<file path="src/rtl/adap_quan_sched.sv">
// Round-robin scheduler sharing one combinational adaptive quantizer among NCH channels.
// Optional `ADQ_SCHED_PRIO0_EN gives channel 0 fixed priority over the round-robin pool.
`timescale 1ns/1ps
module adap_quan_sched #(
  parameter  int unsigned CHW = 2,
  parameter  int unsigned LAT = 1,
  localparam int unsigned NCH = 2 ** CHW
) (
  input  logic              clk,
  input  logic              reset,
  input  logic [NCH-1:0]    req,
  input  logic [16*NCH-1:0] d_in,
  input  logic [13*NCH-1:0] y_in,
  input  logic [2*NCH-1:0]  rate_in,
  output logic [NCH-1:0]    gnt,
  output logic [15:0]       q_d,
  output logic [12:0]       q_y,
  output logic [1:0]        q_rate,
  input  logic [4:0]        q_i,
  output logic [4:0]        i_out,
  output logic [CHW-1:0]    i_ch,
  output logic              i_valid,
  output logic              busy
);

  localparam int unsigned CW = 3;
`ifdef ADQ_SCHED_PRIO0_EN
  localparam bit PRIO0 = 1'b1;
`else
  localparam bit PRIO0 = 1'b0;
`endif

  typedef enum logic {IDLE, BUSY} state_t;

  state_t         state_q, state_d;
  logic [CHW-1:0] ptr_q, ptr_d;
  logic [CW-1:0]  cnt_q, cnt_d;
  logic [NCH-1:0] gnt_d;
  logic [15:0]    q_d_d;
  logic [12:0]    q_y_d;
  logic [1:0]     q_rate_d;
  logic [4:0]     i_out_d;
  logic [CHW-1:0] i_ch_d;
  logic           i_valid_d;
  logic           busy_d;

  logic           found;
  logic [CHW-1:0] win;
  logic [CHW-1:0] idx;

  // Winner search: first requester at or after ptr, channel 0 pre-empting when prioritised
  always_comb begin
    found = 1'b0;
    win   = '0;
    idx   = '0;
    if (PRIO0 && req[0]) begin
      found = 1'b1;
    end
    for (int unsigned k = 0; k < NCH; k++) begin
      idx = CHW'(32'(ptr_q) + k);
      if (!found && req[idx] && !(PRIO0 && idx == '0)) begin
        found = 1'b1;
        win   = idx;
      end
    end
  end

  always_comb begin
    state_d   = state_q;
    ptr_d     = ptr_q;
    cnt_d     = cnt_q;
    gnt_d     = '0;
    q_d_d     = q_d;
    q_y_d     = q_y;
    q_rate_d  = q_rate;
    i_out_d   = i_out;
    i_ch_d    = i_ch;
    i_valid_d = 1'b0;
    busy_d    = busy;
    case (state_q)
      IDLE: begin
        if (found) begin
          gnt_d    = NCH'(1) << win;
          q_d_d    = d_in[32'(win)*16 +: 16];
          q_y_d    = y_in[32'(win)*13 +: 13];
          q_rate_d = rate_in[32'(win)*2 +: 2];
          i_ch_d   = win;
          if (!(PRIO0 && win == '0)) begin
            ptr_d = win + CHW'(1);
          end
          cnt_d    = CW'(LAT - 1);
          busy_d   = 1'b1;
          state_d  = BUSY;
        end
      end
      BUSY: begin
        if (cnt_q != '0) begin
          cnt_d = cnt_q - CW'(1);
        end else begin
          i_out_d   = q_i;
          i_valid_d = 1'b1;
          busy_d    = 1'b0;
          state_d   = IDLE;
        end
      end
      default: state_d = IDLE;
    endcase
  end

  always_ff @(posedge clk) begin
    if (reset) begin
      state_q <= IDLE;
      ptr_q   <= '0;
      cnt_q   <= '0;
      gnt     <= '0;
      q_d     <= '0;
      q_y     <= '0;
      q_rate  <= '0;
      i_out   <= '0;
      i_ch    <= '0;
      i_valid <= 1'b0;
      busy    <= 1'b0;
    end else begin
      state_q <= state_d;
      ptr_q   <= ptr_d;
      cnt_q   <= cnt_d;
      gnt     <= gnt_d;
      q_d     <= q_d_d;
      q_y     <= q_y_d;
      q_rate  <= q_rate_d;
      i_out   <= i_out_d;
      i_ch    <= i_ch_d;
      i_valid <= i_valid_d;
      busy    <= busy_d;
    end
  end

endmodule

</file>
<file path="config.mk">
export PLATFORM = sky130hd
export DESIGN_NAME = adap_quan_sched
export DESIGN_NICKNAME = d
export VERILOG_FILES = /design/src/rtl/adap_quan_sched.sv
export SDC_FILE = /design/constraint.sdc
export NUM_CORES = 1
export LEC_CHECK = 0
export ABC_AREA = 1
export BUFFER_PORTS_ARGS = -buffer_cell sky130_fd_sc_hd__buf_4
export CAP_MARGIN = 10
export CORE_AREA = 2 2 78 110
export CTS_CLUSTER_SIZE = 24
export DETAILED_ROUTE_END_ITERATION = 6
export DIE_AREA = 0 0 80 112
export PLACE_DENSITY = 0.76
export SLEW_MARGIN = 20
export SYNTH_ARGS = -nofsm -noshare
export SYNTH_HDL_FRONTEND = slang
export SYNTH_SLANG_ARGS = --single-unit
</file>
<file path="constraint.sdc">
create_clock -name clk -period 1.7 [get_ports clk]
set_input_delay 0.34 -clock clk [delete_from_list [all_inputs] [get_ports clk]]
set_output_delay 0.34 -clock clk [all_outputs]
set_load 0.005 [all_outputs]
</file>
# Word level (Yosys, flattened, before mapping)
# Cells that the tools add are included.
[op_classes]
n_addsub = 5
n_mul = 1
div_mod_pow = 0
magnitude_cmp = 4
eq_ne = 3
shifts = 4
mux = 26
n_bitwise = 3
n_reduce_logical = 13
[ops]
columns = ["operator", "n"]
rows = [
  ["$shiftx A64 B7 Y16", 1],
  ["$shiftx A52 B7 Y13", 1],
  ["$mux W1", 13],
  ["$lt A2 B3 Y1 const B", 4],
  ["$bmux W1 S2", 4],
  ["$mux W2", 4],
  ["$reduce_and A2 Y1", 4],
  ["$shiftx A8 B4 Y2", 1],
  ["$mul A2 B4 Y6 const B", 1],
  ["$mux W3", 2],
  ["$pmux W3 S2", 1],
  ["$add A2 B1 Y2 const B", 2],
  ["$add A2 B2 Y2 const B", 2],
  ["$ne A2 B2 Y1 const B", 2],
  ["$pmux W1 S2", 2],
  ["$shl A1 B2 Y4 const A", 1],
  ["$logic_and A1 B1 Y1", 3],
  ["$logic_not A1 Y1", 3],
  ["$not A1 Y1", 3],
  ["$reduce_bool A3 Y1", 1],
  ["$reduce_or A3 Y1", 1],
  ["$sub A3 B1 Y3 const B", 1],
  ["$ne A2 B1 Y1 const B", 1],
  ["$reduce_or A2 Y1", 1],
]
[word_totals]
reg_bits = 50
latchBits = 0
ramBits = 0
romBits = 0
inputBits = 135
word_cells = 70
mem_count = 0

# Longest topological paths before layout
# Gate-level depths: netlist of run 1.
[logic_depth]
depth_word = 14
mapped_depth = 15
depth_no_buf = 14

# Worst setup path after synthesis of run 1
# OpenSTA, ideal clock, no wires.
[synth_path]
kind = "register -> register"
startpoint = "reg ptr_q[0]"
endpoint = "reg q_y[7]"
t_arrival_ns = 1.580
required_ns = 1.581
path_slack_ns = 0.001
path_stages_with_launch = 15
path_cell_list = "dfxtp_1 -> buf_6 -> nand2_1 -> nand3_1 -> nand2_2 -> nor2_4 -> nand3_1 -> nand3_1 -> nand2_2 -> buf_6 -> nand2_2 -> inv_2 -> buf_6 -> nand2_1 -> nand3_1"
[synth_via]
elab_chain_cells = 14
elab_cells_between_ends = 28
cone_classes = "3 x add/sub; 1 x mul; 1 x shift; 16 x mux; 7 x reduce/logical"
[synth_rtl]
columns = ["item", "line_no", "rtl"]
rows = [
  ["from (decl)", "36", "logic [CHW-1:0] ptr_q, ptr_d;"],
  ["from (signal assigned)", "125", "ptr_q <= ptr_d;"],
  ["branches (longest 14 deep; another with $mul A2 B4 Y6)", "-", ""],
  ["to (signal assigned)", "129", "q_y <= q_y_d;"],
  ["to (decl)", "17", "output logic [12:0] q_y,"],
]
# Several ways; the timed one is not identified. The select of a mux whose other input is x is not followed.
# A chain may end at the register's enable or synchronous reset.

# Worst setup path after layout of run 1
[layout_path]
startpoint = "reg ptr_q[0]"
endpoint = "reg q_d[4]"
[layout_via]
elab_chain_cells = 13
elab_cells_between_ends = 27
cone_classes = "3 x add/sub; 1 x shift; 16 x mux; 7 x reduce/logical"
[layout_rtl]
columns = ["item", "line_no", "rtl"]
rows = [
  ["branches (longest 13 deep; another with $add A2 B1 Y2)", "-", ""],
  ["to (signal assigned)", "128", "q_d <= q_d_d;"],
  ["to (decl)", "16", "output logic [15:0] q_d,"],
]
# Several ways; the timed one is not identified. The select of a mux whose other input is x is not followed.

==> results of run 1 <==
==> stage by stage <==
stage               worst slack [ns]  total power, W  instances  TNS, ns  area (sq um)
finish                       -0.1839         0.01056        798   -5.444          5280
global route                 -0.2660         0.01132        798   -8.923          5280
CTS                          -0.1026        0.009950        794   -2.995          5032
detailed placement           -0.3333        0.008333        782   -8.514          4683
global placement             -0.3683        0.008212        782   -7.401          4683
floorplan                   0.001009        0.006023        500        0          3136
==> kinds of logic (layout without fill, tap and decap cells) <==
group	after synthesis	after routing	synth area share
AOI/OAI and AO/OA	15	15	0.02514
adders and majority gates	2	2	0.007980
buffers and inverters	56	251	0.1061
DFF	50	50	0.3192
and+or+nand+nor	377	378	0.5415
==> power breakdown <==
| group | total [W] | internal [W] | switching [W] |
|---|---|---|---|
| Sequential | 0.00184 | 0.00158 | 0.000257 |
| Combinational | 0.00766 | 0.00334 | 0.00432 |
| Clock | 0.00105 | 0.000592 | 0.000459 |
==> metal layers <==
| metal | share of wire | GRT usage | wire [microns] | vias to the layer above |
|---|---|---|---|---|
| met4 | 0.035 | 0.1062 | 411 | 0 |
| met5 | 0 | 0 | 0 | - |
| met3 | 0.077 | 0.05105 | 896 | 26 |
| met2 | 0.52 | 0.4422 | 6064 | 174 |
| met1 | 0.36 | 0.2486 | 4233 | 1870 |
| li1 | - | - | - | 2026 |
==> state kept, by name, summed over array words and instances, names as in the netlist <==
name / flops
busy: 1
cnt_q: 3
gnt: 4
i_ch: 2
i_out: 5
i_valid: 1
ptr_q: 2
q_d: 16
q_rate: 2
q_y: 13
state_q: 1
==> layout by cell type, fill, tap and decap left out, types with 2 or more instances in the layout <==
cell type and count:
sky130_fd_sc_hd__nor2_2 2, sky130_fd_sc_hd__inv_4 4, sky130_fd_sc_hd__o21ai_1 3, sky130_fd_sc_hd__nand3_4 2, sky130_fd_sc_hd__clkbuf_16 7, sky130_fd_sc_hd__ha_1 2
sky130_fd_sc_hd__dfxtp_1 48, sky130_fd_sc_hd__a21oi_1 8, sky130_fd_sc_hd__nand3_2 12, sky130_fd_sc_hd__nand2_1 211, sky130_fd_sc_hd__buf_12 6, sky130_fd_sc_hd__nand4_1 37
sky130_fd_sc_hd__nand2_4 14, sky130_fd_sc_hd__inv_6 3, sky130_fd_sc_hd__nand3_1 64, sky130_fd_sc_hd__o21ai_2 2, sky130_fd_sc_hd__dfxtp_4 2, sky130_fd_sc_hd__buf_4 196
sky130_fd_sc_hd__nand2_2 26, sky130_fd_sc_hd__nor2_4 4, sky130_fd_sc_hd__nor2_1 3, sky130_fd_sc_hd__buf_6 14, sky130_fd_sc_hd__inv_1 15, sky130_fd_sc_hd__buf_8 2
==> what timing repair did <==
action / in CTS / in global routing
pin swaps: 11 / 18
setup endpoints to repair: 43 / 43
cloned: 0 / 4
resized for setup: 49 / 52
setup buffers: 4 / 1
==> critical path, cell delays in order, from the launching register on <==
cell and delay (ns):
sky130_fd_sc_hd__dfxtp_4 0.37, sky130_fd_sc_hd__buf_12 0.15, sky130_fd_sc_hd__nand2_4 0.07, sky130_fd_sc_hd__nand2_4 0.07, sky130_fd_sc_hd__nand2_4 0.07, sky130_fd_sc_hd__nand2_4 0.05
sky130_fd_sc_hd__nor2_4 0.15, sky130_fd_sc_hd__nand3_4 0.12, sky130_fd_sc_hd__buf_6 0.15, sky130_fd_sc_hd__nand2_8 0.07, sky130_fd_sc_hd__inv_8 0.05, sky130_fd_sc_hd__nor2_8 0.20
sky130_fd_sc_hd__clkbuf_16 0.19, sky130_fd_sc_hd__nand2_1 0.05, sky130_fd_sc_hd__nand3_1 0.07
==> area by class of cell <==
type                    instances  area [sq um]
repair buffers                220          1829
inverters                      23         113.9
clock inverters                 2         16.27
clock buffers                   6         138.9
flip-flops and latches         50          1008
well taps                     102         127.6
multi-input cells             395          2046
fillers                       704          2723
==> final timing paths <==
kind	to	slack, ns	depth (start not counted)
worst min register to register	q_y[4]	0.46	2
worst max register to register	q_d[4]	-0.18	14
worst max-delay path	q_d[4]	-0.18	14
worst min-delay path	i_out[0]	0.31	3
==> metrics list, run 1 <==
- Dividing the detail-routed wire length by the instance count gives 14.54 microns.
* TritonCTS clock tree: done
* Post-Synthesis Net Count: approximately 640
- Number of DRC violations after detailed routing: 0
- Count of pins over their slew limit: 0
- In this run the deepest clock path goes through 2 buffers.
- Aggregate global routing overflow: 0
* Number of maximum-capacitance constraint violations: 0
- Buffer type at the clock tree root: sky130_fd_sc_hd__clkbuf_16
* R2R Path Start: ptr_q[0]
- Standard-cell row count: 39
- Status: complete, but fails checks
- A synthesized cell averages 6.271 sq um.
- Post-DRT Antenna Nets: 0
- Post-synth top area share: 0.3192
- Most numerous cell types in the synthesized netlist: 242 x sky130_fd_sc_hd__nand2_1, 76 x sky130_fd_sc_hd__nand3_1, 50 x sky130_fd_sc_hd__dfxtp_1, 37 x sky130_fd_sc_hd__nand4_1
* Die outline area: roughly 0.0090 sq mm
- In this run the horizontal extent of the chip is around 80 microns.
* H-tree levels: 2
* Final cell utilization of the core: 0.6598
* Number of buffers inserted for hold repair after clock tree synthesis: 0
- Synth area leader: sky130_fd_sc_hd__dfxtp_1
* Worst ir drop on vdd: 964.4 uV
- Final critical path time including I/O delays and setup: 1.884 ns
- For this run, the leading register cell type out of synthesis is sky130_fd_sc_hd__dfxtp_1.
- The final reports fail on negative setup slack.
* Via-to-Cell Ratio: 5.133
- The cell count after synthesis came out at 500.
* Skew final: 0.004316 ns
- Vias: 4096
* Proportion of register bits with asynchronous set or reset after synthesis: 0
- Netlist Area Pre-Place: 0.003136 sq mm
- Sequential-to-total area share from yosys stat: 0.3192
- For this run, the total global-route usage over all layers was measured as 0.2381.
- After synthesis the netlist holds a flip-flop and latch count of 50.
- Core area: 0.008003 sq mm
- The clock reaches the later pin of the worst-skew pair after 0.29 ns.
- Share of layout cells above drive strength 1: 0.4339
* Number of distinct standard cells referenced by the synthesized netlist: 25
- Data required time of the critical path: 1.94 ns
- Start-to-end type of the worst setup path: reg -> reg
- The worst hold path begins at q_i[0].
- CTS saw 50 sinks.
- Clock slew seen by the registers of the worst setup and hold paths: 0.07 ns
* Total power density per cell area: 1999 mW/mm^2
- Number of setup violations in the final report: 41
- Pin count of the biggest net entering global routing: 38
* Setup crit start kind: flop
- Counting flops with a built-in enable in the synthesized netlist gives 0.
* Final RePlAce weighted congestion: 0.9289
- Yosys attributes the largest share of cell area to sky130_fd_sc_hd__dfxtp_1 32%, sky130_fd_sc_hd__nand2_1 29%, sky130_fd_sc_hd__nand3_1 12%, sky130_fd_sc_hd__nand4_1 7.4%, sky130_fd_sc_hd__buf_6 3.6%.
* Setup crit end kind: flop
- 0 antenna diodes ended up in the layout.
* Wire length of the first global-routing pass: 17220 microns
- Measured against its own limit, the worst slew margin works out to 0.8211.
- For this run, the post-layout net count is 832.
- Setup WS post-layout: -0.1839 ns
* Part of the cycle the worst path needs: 1.108
- Number of buffers added on ports: 178
- Startpoint of the worst setup timing path: ptr_q[0]
* Setup repair after global routing missed its margin: yes
- The number of antenna violations at the first check in global routing was 0.
* Worst hold slack after final layout: 0.3060 ns
- The Yosys step of the flow raised 0 warnings.
* Initial core utilization: 0.3918
- Synthesis-to-finish area growth: 68.40%
- Largest fanout on the critical path: 7
- Arrival time worst endpoint: 2.12 ns
* Router iterations before antenna repair: 5
* Maximum frequency from static timing analysis: between 0.5 and 0.6 GHz
- The worst hold path belongs to the class in -> reg.
* Die Span Y: 112 microns
- The number of hold violations in the final report came to 0.
- For this block, the initial DRC count from the detailed router was 200.
- Detailed placement ended at an HPWL of around 8600 microns.
- The final layout contains routed wiring with a total length of ~12000 microns.
- The number of clock buffers added by TritonCTS is 5.
* Leakage power: 2.814 nW
* Via count of the first global-routing pass: 3949
- In this run the count of I/O pins placed on the die edge is 179.
* Worst slew pin tran: 0.2683 ns
* Dominant cell by count in the synthesized netlist: sky130_fd_sc_hd__nand2_1
(Power assumes the default switching activity.)
==> inputs of run 2 (changes only) <==
Settings changed: PLACE_DENSITY 0.76 to 0.78.
==> run 2 against run 1 <==
Against the previous run:
- the run still ends with negative setup slack left
- die area stayed put
- critical path depth is 2 higher
- highest routed layer unchanged
- critical path type unchanged
- global-route usage is 0.85 points higher
- sequential cell count stayed put
- final cell count is 1.1% higher
- hold slack better by 0.0033 ns
- combinational power is 4.2% higher
- via count is 0.54% higher
- power is 2.4% higher
- setup slack worse by 0.065 ns
==> metrics list, run 2 (synthesized netlist as in run 1, its figures left out) <==
- Status: complete, but fails checks
- Violations in the final reports: negative setup slack
- Number of buffers inserted for hold repair after clock tree synthesis: 0
- Standard-cell row count: 39
- The tool flagged a number of max-cap violations equal to 0.
- First DRT Iteration DRCs: 262
- Synthesis-to-finish area growth: 70.99%
* Number of buffers added by the clock tree synthesis step: 5
- Registers with the highest flip-flop counts: q_d x16, q_y x13, i_out x5
* Maximum frequency from static timing analysis: roughly 0.51 GHz
* Maximum clock path buffer count: 2
- Among all stages on the critical path, the largest delay is contributed by sky130_fd_sc_hd__dfxtp_2.
* Wire length of the first global-routing pass: around 18000 microns
* Average wire per standard cell: around 14 microns
- The routed design has ~12000 microns of wire.
- At the end of routability-driven placement, the weighted congestion stood at 0.8867.
- For this configuration, the core starts out at a cell density of 0.3918.
- The worst setup path is launched from a flop.
* Worst hold-check path type: in -> reg
- Pin count of the biggest net entering global routing: 33
* Setup WS post-layout: -0.2490 ns
- Leakage power: ~2.9 nW
- Clock-pin slew was measured on the worst setup and hold paths at 0.07 ns.
- Dividing the detail-routed via count by the number of cells gives 5.103.
- After the last flow step, the layout net total stands at 841.
- Crit-path leading delay family: simple AND/OR/NAND/NOR gates
- The completed layout was analyzed and its total power is 0.01081 W.
* Worst slew margin relative to its limit: 0.8251
- Clock Sink Count: 50
* Vias: 4118
- Count of pins over their slew limit: 0
- Once detail routing completed, the nets flagged for antenna violations numbered 0.
- Die outline area: 0.008960 sq mm
- Pin placement for this block handled roughly 180 I/O pins.
- Aggregate global routing overflow: 0
- Setup repair after global routing missed its margin: yes
- The core region is 0.008003 sq mm.
* Number of failing hold endpoints at the final stage: 0
- The die is 112 microns tall.
- H-tree levels: 2
- Setup crit end kind: flop
* Largest stage delay on the critical path: 0.34 ns
- Setup Total Neg Slack: -7.259 ns
- The cell sitting at the root of the clock tree is a sky130_fd_sc_hd__clkbuf_16.
- At the pin with the least slew margin, the transition time is 0.2596 ns.
- The pre-antenna-repair detailed-routing pass consisted of 5 iterations.
- Number of DRC violations after detailed routing: 0
- The register with the most flip-flops in the layout has 16 of them.
- VDD sags by at most 1177 uV.
* Number of buffer and inverter instances along the worst setup path: 5
- Hold is met by 0.3093 ns.
- The smallest clock period supported by the final layout is computed as 1.949 ns.
- In the layout the commonest cells are 202 x sky130_fd_sc_hd__nand2_1, 202 x sky130_fd_sc_hd__buf_4, 59 x sky130_fd_sc_hd__nand3_1.
- The number of antenna diodes in the final layout is 0.
- The worst setup path is of the reg -> reg kind.
- Number of setup violations in the final report: 42
- Crit-path cells: buf_6 > buf_6 > nand2_2 > nand2_2 > nand2_2 > nand2_4 > nor2_4 > buf_6 > nand3_2 > nand3_2 > nand2_4 > buf_12 > nor2_4 > buf_6 > nand2_2 > nand3_2
- Part of the cycle the worst path needs: 1.146
* Detailed Place HPWL: 8749 microns
* Number of buffers added on ports: 178
* Total power density per cell area: 2016 mW/mm^2
- In this run the horizontal extent of the chip is 80 microns.
* Gr usage total: 0.2467
* TritonCTS clock tree: done
* Largest reg by FF count: q_d
- Clock latency on the worst-skew pair, taken at its later pin, is 0.29 ns.
* Largest fanout on the critical path: 8
- Of the cells placed in the final design, the portion with a size suffix greater than 1 is 0.4638.
* Number of antenna violations at the first check in global routing: 0
- Skew final: 0.004467 ns
* Data required time of the critical path: ~1.9 ns
- Arrival time worst endpoint: 2.19 ns
* Via count of the first global-routing pass: 3885
[run 2: cell count changes in the layout (fill, tap and decap cells not counted), sizes merged]
| cell | change |
|---|---|
| clkinvlp | -1 |
| buf | +11 |
| clkbuf | -2 |
| clkinv | +2 |
| nor2 | -1 |
[run 2: tightest hold or removal path, stage by stage]
cell	delay, ns
sky130_fd_sc_hd__buf_4	0.10
sky130_fd_sc_hd__nand2_1	0.05
sky130_fd_sc_hd__a21oi_1	0.05
[run 2: final cells by class]
class | instances | area (sq um)
fill | 691 | 2641
inverter | 23 | 96.34
timing repair buffer | 230 | 1932
tap | 102 | 127.6
multi-input combinational | 394 | 2048
clock buffer | 5 | 125.1
sequential | 50 | 1003
clock inverter | 3 | 28.78
[run 2: path summary, 6_finish.rpt]
kind	startpoint	endpoint	slack, ns	cells past startpoint
min reg2reg	q_d[9]	q_d[9]	0.45	2
max reg2reg	ptr_q[0]	q_d[7]	-0.25	16
min	q_i[4]	i_out[4]	0.31	3
max	ptr_q[0]	q_d[7]	-0.25	16
[run 2: through the flow]
step                  util  instance area, sq um  setup WS, ns  std cells
finish              0.6700                  5361       -0.2490        807
global route        0.6700                  5361       -0.3520        807
CTS                 0.6579                  5265       -0.2169        803
detailed placement  0.5971                  4778       -0.2754        788
global placement    0.5971                  4778       -0.1934        788
floorplan                -                  3136      0.001009        500
[run 2: repair_timing]
item	CTS	global route
gates resized for setup	79	22
endpoints found under the setup margin	43	43
cloned	1	0
pin swaps	50	9
buffers inserted	6	4
[run 2: report_power, final]
part / internal, W / total, W / switching (W)
registers: 0.00157 / 0.00180 / 0.000223
clock network: 0.000561 / 0.00103 / 0.000468
logic: 0.00356 / 0.00798 / 0.00442
total: 0.00570 / 0.0108 / 0.00511
[run 2: per-layer routing]
layer | track usage | share of wire | wire length [microns] | vias to the layer above
met1 | 0.2682 | 0.36 | 4209 | 1856
met4 | 0.08701 | 0.031 | 365 | 0
met3 | 0.04781 | 0.075 | 874 | 30
met2 | 0.4611 | 0.53 | 6156 | 196
met5 | 0 | 0 | 0 | -
li1 | - | - | - | 2036
==> inputs of run 3 (changes only) <==
Settings changed: CORE_AREA 2 2 78 110 to 2 2 129 68, DIE_AREA 0 0 80 112 to 0 0 131 70, PLACE_DENSITY 0.78 to 0.77, REMOVE_ABC_BUFFERS from default to 1.
==> run 3 against run 2 <==
Against the previous run:
- the run still ends with negative setup slack left
- sequential power up 3%
- final cell count up 3.1%
- first-iteration DRC count increased by 3.1%
- sequential cell count unchanged
- largest power group unchanged
==> metrics list, run 3 (synthesized netlist as in run 1, its figures left out) <==
- Summed over all cells, the static leakage comes to just over 3 nW.
- Logic depth of the worst path, buffers included: 14
* First DRT Iteration DRCs: 270
- Buffers placed on the I/O ports in this run total 178.
- The tool flagged a number of max-cap violations equal to 0.
- In this run the power density over the cells is 2264 mW/mm^2.
- Skew final: slightly above 0.006 ns
- Pin count of the biggest net entering global routing: 39
- Worst ir drop on vdd: 1078 uV
- Wire length of the first global-routing pass: 16930 microns
- For the pin with the worst max-slew slack, the measured transition is 0.3506 ns.
* Clock Sink Count: 50
- Highest metal layer with signal wires: met4
* Worst hold-check path type: in -> reg
* Number of buffer and inverter instances along the worst setup path: 3
* Data required time of the critical path: 1.90 ns
- The number of antenna diodes in the final layout is 0.
- The cell that appears most often on the critical path is sky130_fd_sc_hd__nand3_1.
* Clk_lat worst skew: 0.30 ns
- DP Cell Count: 795
- After clock tree synthesis, the clock-pin slew on the worst setup and hold paths is 0.07 ns.
- Post-route cell area: between 0.005 and 0.006 sq mm
- For this block, wires on met1 add up to 5710 microns.
- Setup crit start kind: flop
- The worst register-to-register path ends at q_y[9].
- The critical path goes through buf_6 > nand2_1 > nand2_2 > nand2_4 > nand2_2 > nor2_4 > nand3_1 > nand3_1 > nand2_4 > inv_2 > buf_4 > nand3_1 > nand3_1 > nand2_1.
- Net count of the finished layout: 851
- Ranked by flip-flop count, first place goes to q_d.
- Highest-count cells in the layout ignoring fill and taps: 203 x sky130_fd_sc_hd__buf_4, 162 x sky130_fd_sc_hd__nand2_1, 63 x sky130_fd_sc_hd__nand2_2
- Final cell count without fillers: 832
- H-tree levels: 2
* Number of top-level pins: 179
- Via-to-Cell Ratio: 5.216
- The sequential cells in the finished layout cover a total of 0.001008 sq mm.
- Final RePlAce weighted congestion: 1.023
- TritonCTS created 5 clock buffers.
* Number of DRC violations after detailed routing: 0
- Gr usage total: 0.2304
- Status: complete, but fails checks
* R2R Path Start: ptr_q[0]
- The critical path in this run is classified as reg -> reg.
- Violations in the final reports: negative setup slack
- Registers with the highest flip-flop counts: q_d x16, q_y x13, i_out x5
- Leaving out fill and tap cells, the most frequent cell in the layout is sky130_fd_sc_hd__buf_4.
* Detailed Place HPWL: 8199 microns
* Setup crit end kind: flop
- The worst register-to-register path has a setup slack of -0.34 ns.
* Vias: 4340
- After floorplanning, the core was divided into 24 placement rows.
- Grouping stages by cell kind, the critical path spends the most delay in simple AND/OR/NAND/NOR gates.
- For this run, the top clock speed supported by timing is 0.4913 GHz.
- Detailed routing placed a total of 6235 microns of wire on met2.
- Number of antenna violations at the first check in global routing: 0
- The register with the most flip-flops in the layout has 16 of them.
- Overall power consumption after layout is estimated at 0.01341 W.
- The critical path starts at ptr_q[0].
- Part of the cycle the worst path needs: 1.197
- Of the cells placed in the final design, the portion with a size suffix greater than 1 is 0.5594.
* Die Span Y: 70 microns
- FILL cells: 622
* Router iterations before antenna repair: 7
- Final critical path time including I/O delays and setup: slightly above 2 ns
- Once detail routing completed, the nets flagged for antenna violations numbered 0.
- Number of buffers inserted for hold repair after clock tree synthesis: 0
* Count of pins over their slew limit: 0
- Number of setup violations in the final report: 44
- Detailed-route wire length: around 14000 microns
- The slowest stage of the critical path is the sky130_fd_sc_hd__dfxtp_4 cell.
- The number of global-route vias before repair is between 3000 and 4000.
- In this run the clock root is driven by a sky130_fd_sc_hd__clkbuf_16.
- The number of hold violations in the final report is 0.
- Die W: 131 microns
- After detailed routing, the average wire length per cell comes to 16.30 microns.
* Setup WS post-layout: -0.3356 ns
- Total met3 wirelength after detailed routing: ~1200 microns
* Final cell utilization of the core: 0.7173
* Arrival time worst endpoint: 2.23 ns
- The die covers 0.009170 sq mm.
- Synthesis-to-finish area growth: 88.91%
- Aggregate global routing overflow: 0
* Dpl cell area: approximately 0.0047 sq mm
* Maximum clock path buffer count: 2
* Largest stage delay on the critical path: approximately 0.37 ns
* Setup repair after global routing missed its margin: yes
- The multi-input combinational cells in the finished layout cover a total of 0.002366 sq mm.
- The worst pin sits at a relative slew slack of 0.7662.
- Worst hold slack after final layout: 0.3000 ns
- The most critical setup path has its endpoint at q_y[9].
- TritonCTS clock tree: done
- Number of cells on the worst reg-to-reg path: 14
* Core area: slightly above 0.008 sq mm
- Initial core utilization: 0.3797
- Along the worst path, the maximum fanout reaches 6.
-- run 3: cell types whose count changed in the layout (fill, tap and decap cells not counted), sizes merged --
cell,before,now
clkbuf,6,11
buf,229,233
bufinv,0,1
-- run 3: per-layer routing --
layer / track usage / up-vias
met2: 0.3915 / 248
met5: 0 / -
li1: - / 2060
met4: 0.04965 / 0
met3: 0.06973 / 47
met1: 0.2881 / 1985
-- run 3: timing repair --
item | CTS | global route
gates resized for setup | 39 | 162
gates cloned | 1 | 9
endpoints found under the setup margin | 43 | 44
pin swaps | 12 | 76
setup buffers | 10 | 12
-- run 3: worst min-delay path by stage --
stage	end	start	cells after the start	slack, ns
floorplan	busy	reset	1	0.41
global placement	i_ch[0]	i_ch[0]	2	0.44
detailed placement	q_y[1]	q_y[1]	2	0.44
CTS	i_out[0]	q_i[0]	3	0.30
global route	i_out[4]	q_i[4]	3	0.32
finish	i_out[0]	q_i[0]	3	0.30
-- run 3: where the power goes --
group	switching, W	internal, W
combinational	0.00566	0.00474
sequential	0.000263	0.00158
clock	0.000457	0.000697
total	0.00638	0.00702
-- run 3: worst reg2reg max path, delay by kind of cell (launching register included) --
kind,cells,cell delay (ns)
DFF,1,0.37
and+or+nand+nor,11,1.12
buffers and inverters,3,0.45
-- run 3: area by class of cell --
class                   instances  share of cell area
multi-input cells             394              0.3995
flip-flops and latches         50              0.1703
inverters                      23             0.02007
repair inverters                1            0.001479
clock inverters                 3            0.007393
repair buffers                239              0.3555
clock buffers                   5             0.02112
well taps                     117             0.02471
-- run 3: per-stage QoR --
stage	setup WS, ns	setup TNS (ns)
2_1_floorplan	-1.675	-56.14
3_3_place_gp	-0.1803	-5.979
3_5_place_dp	-0.2732	-7.981
4_1_cts	-0.1785	-5.365
5_1_grt	-0.3713	-12.68
6_report	-0.3356	-10.53
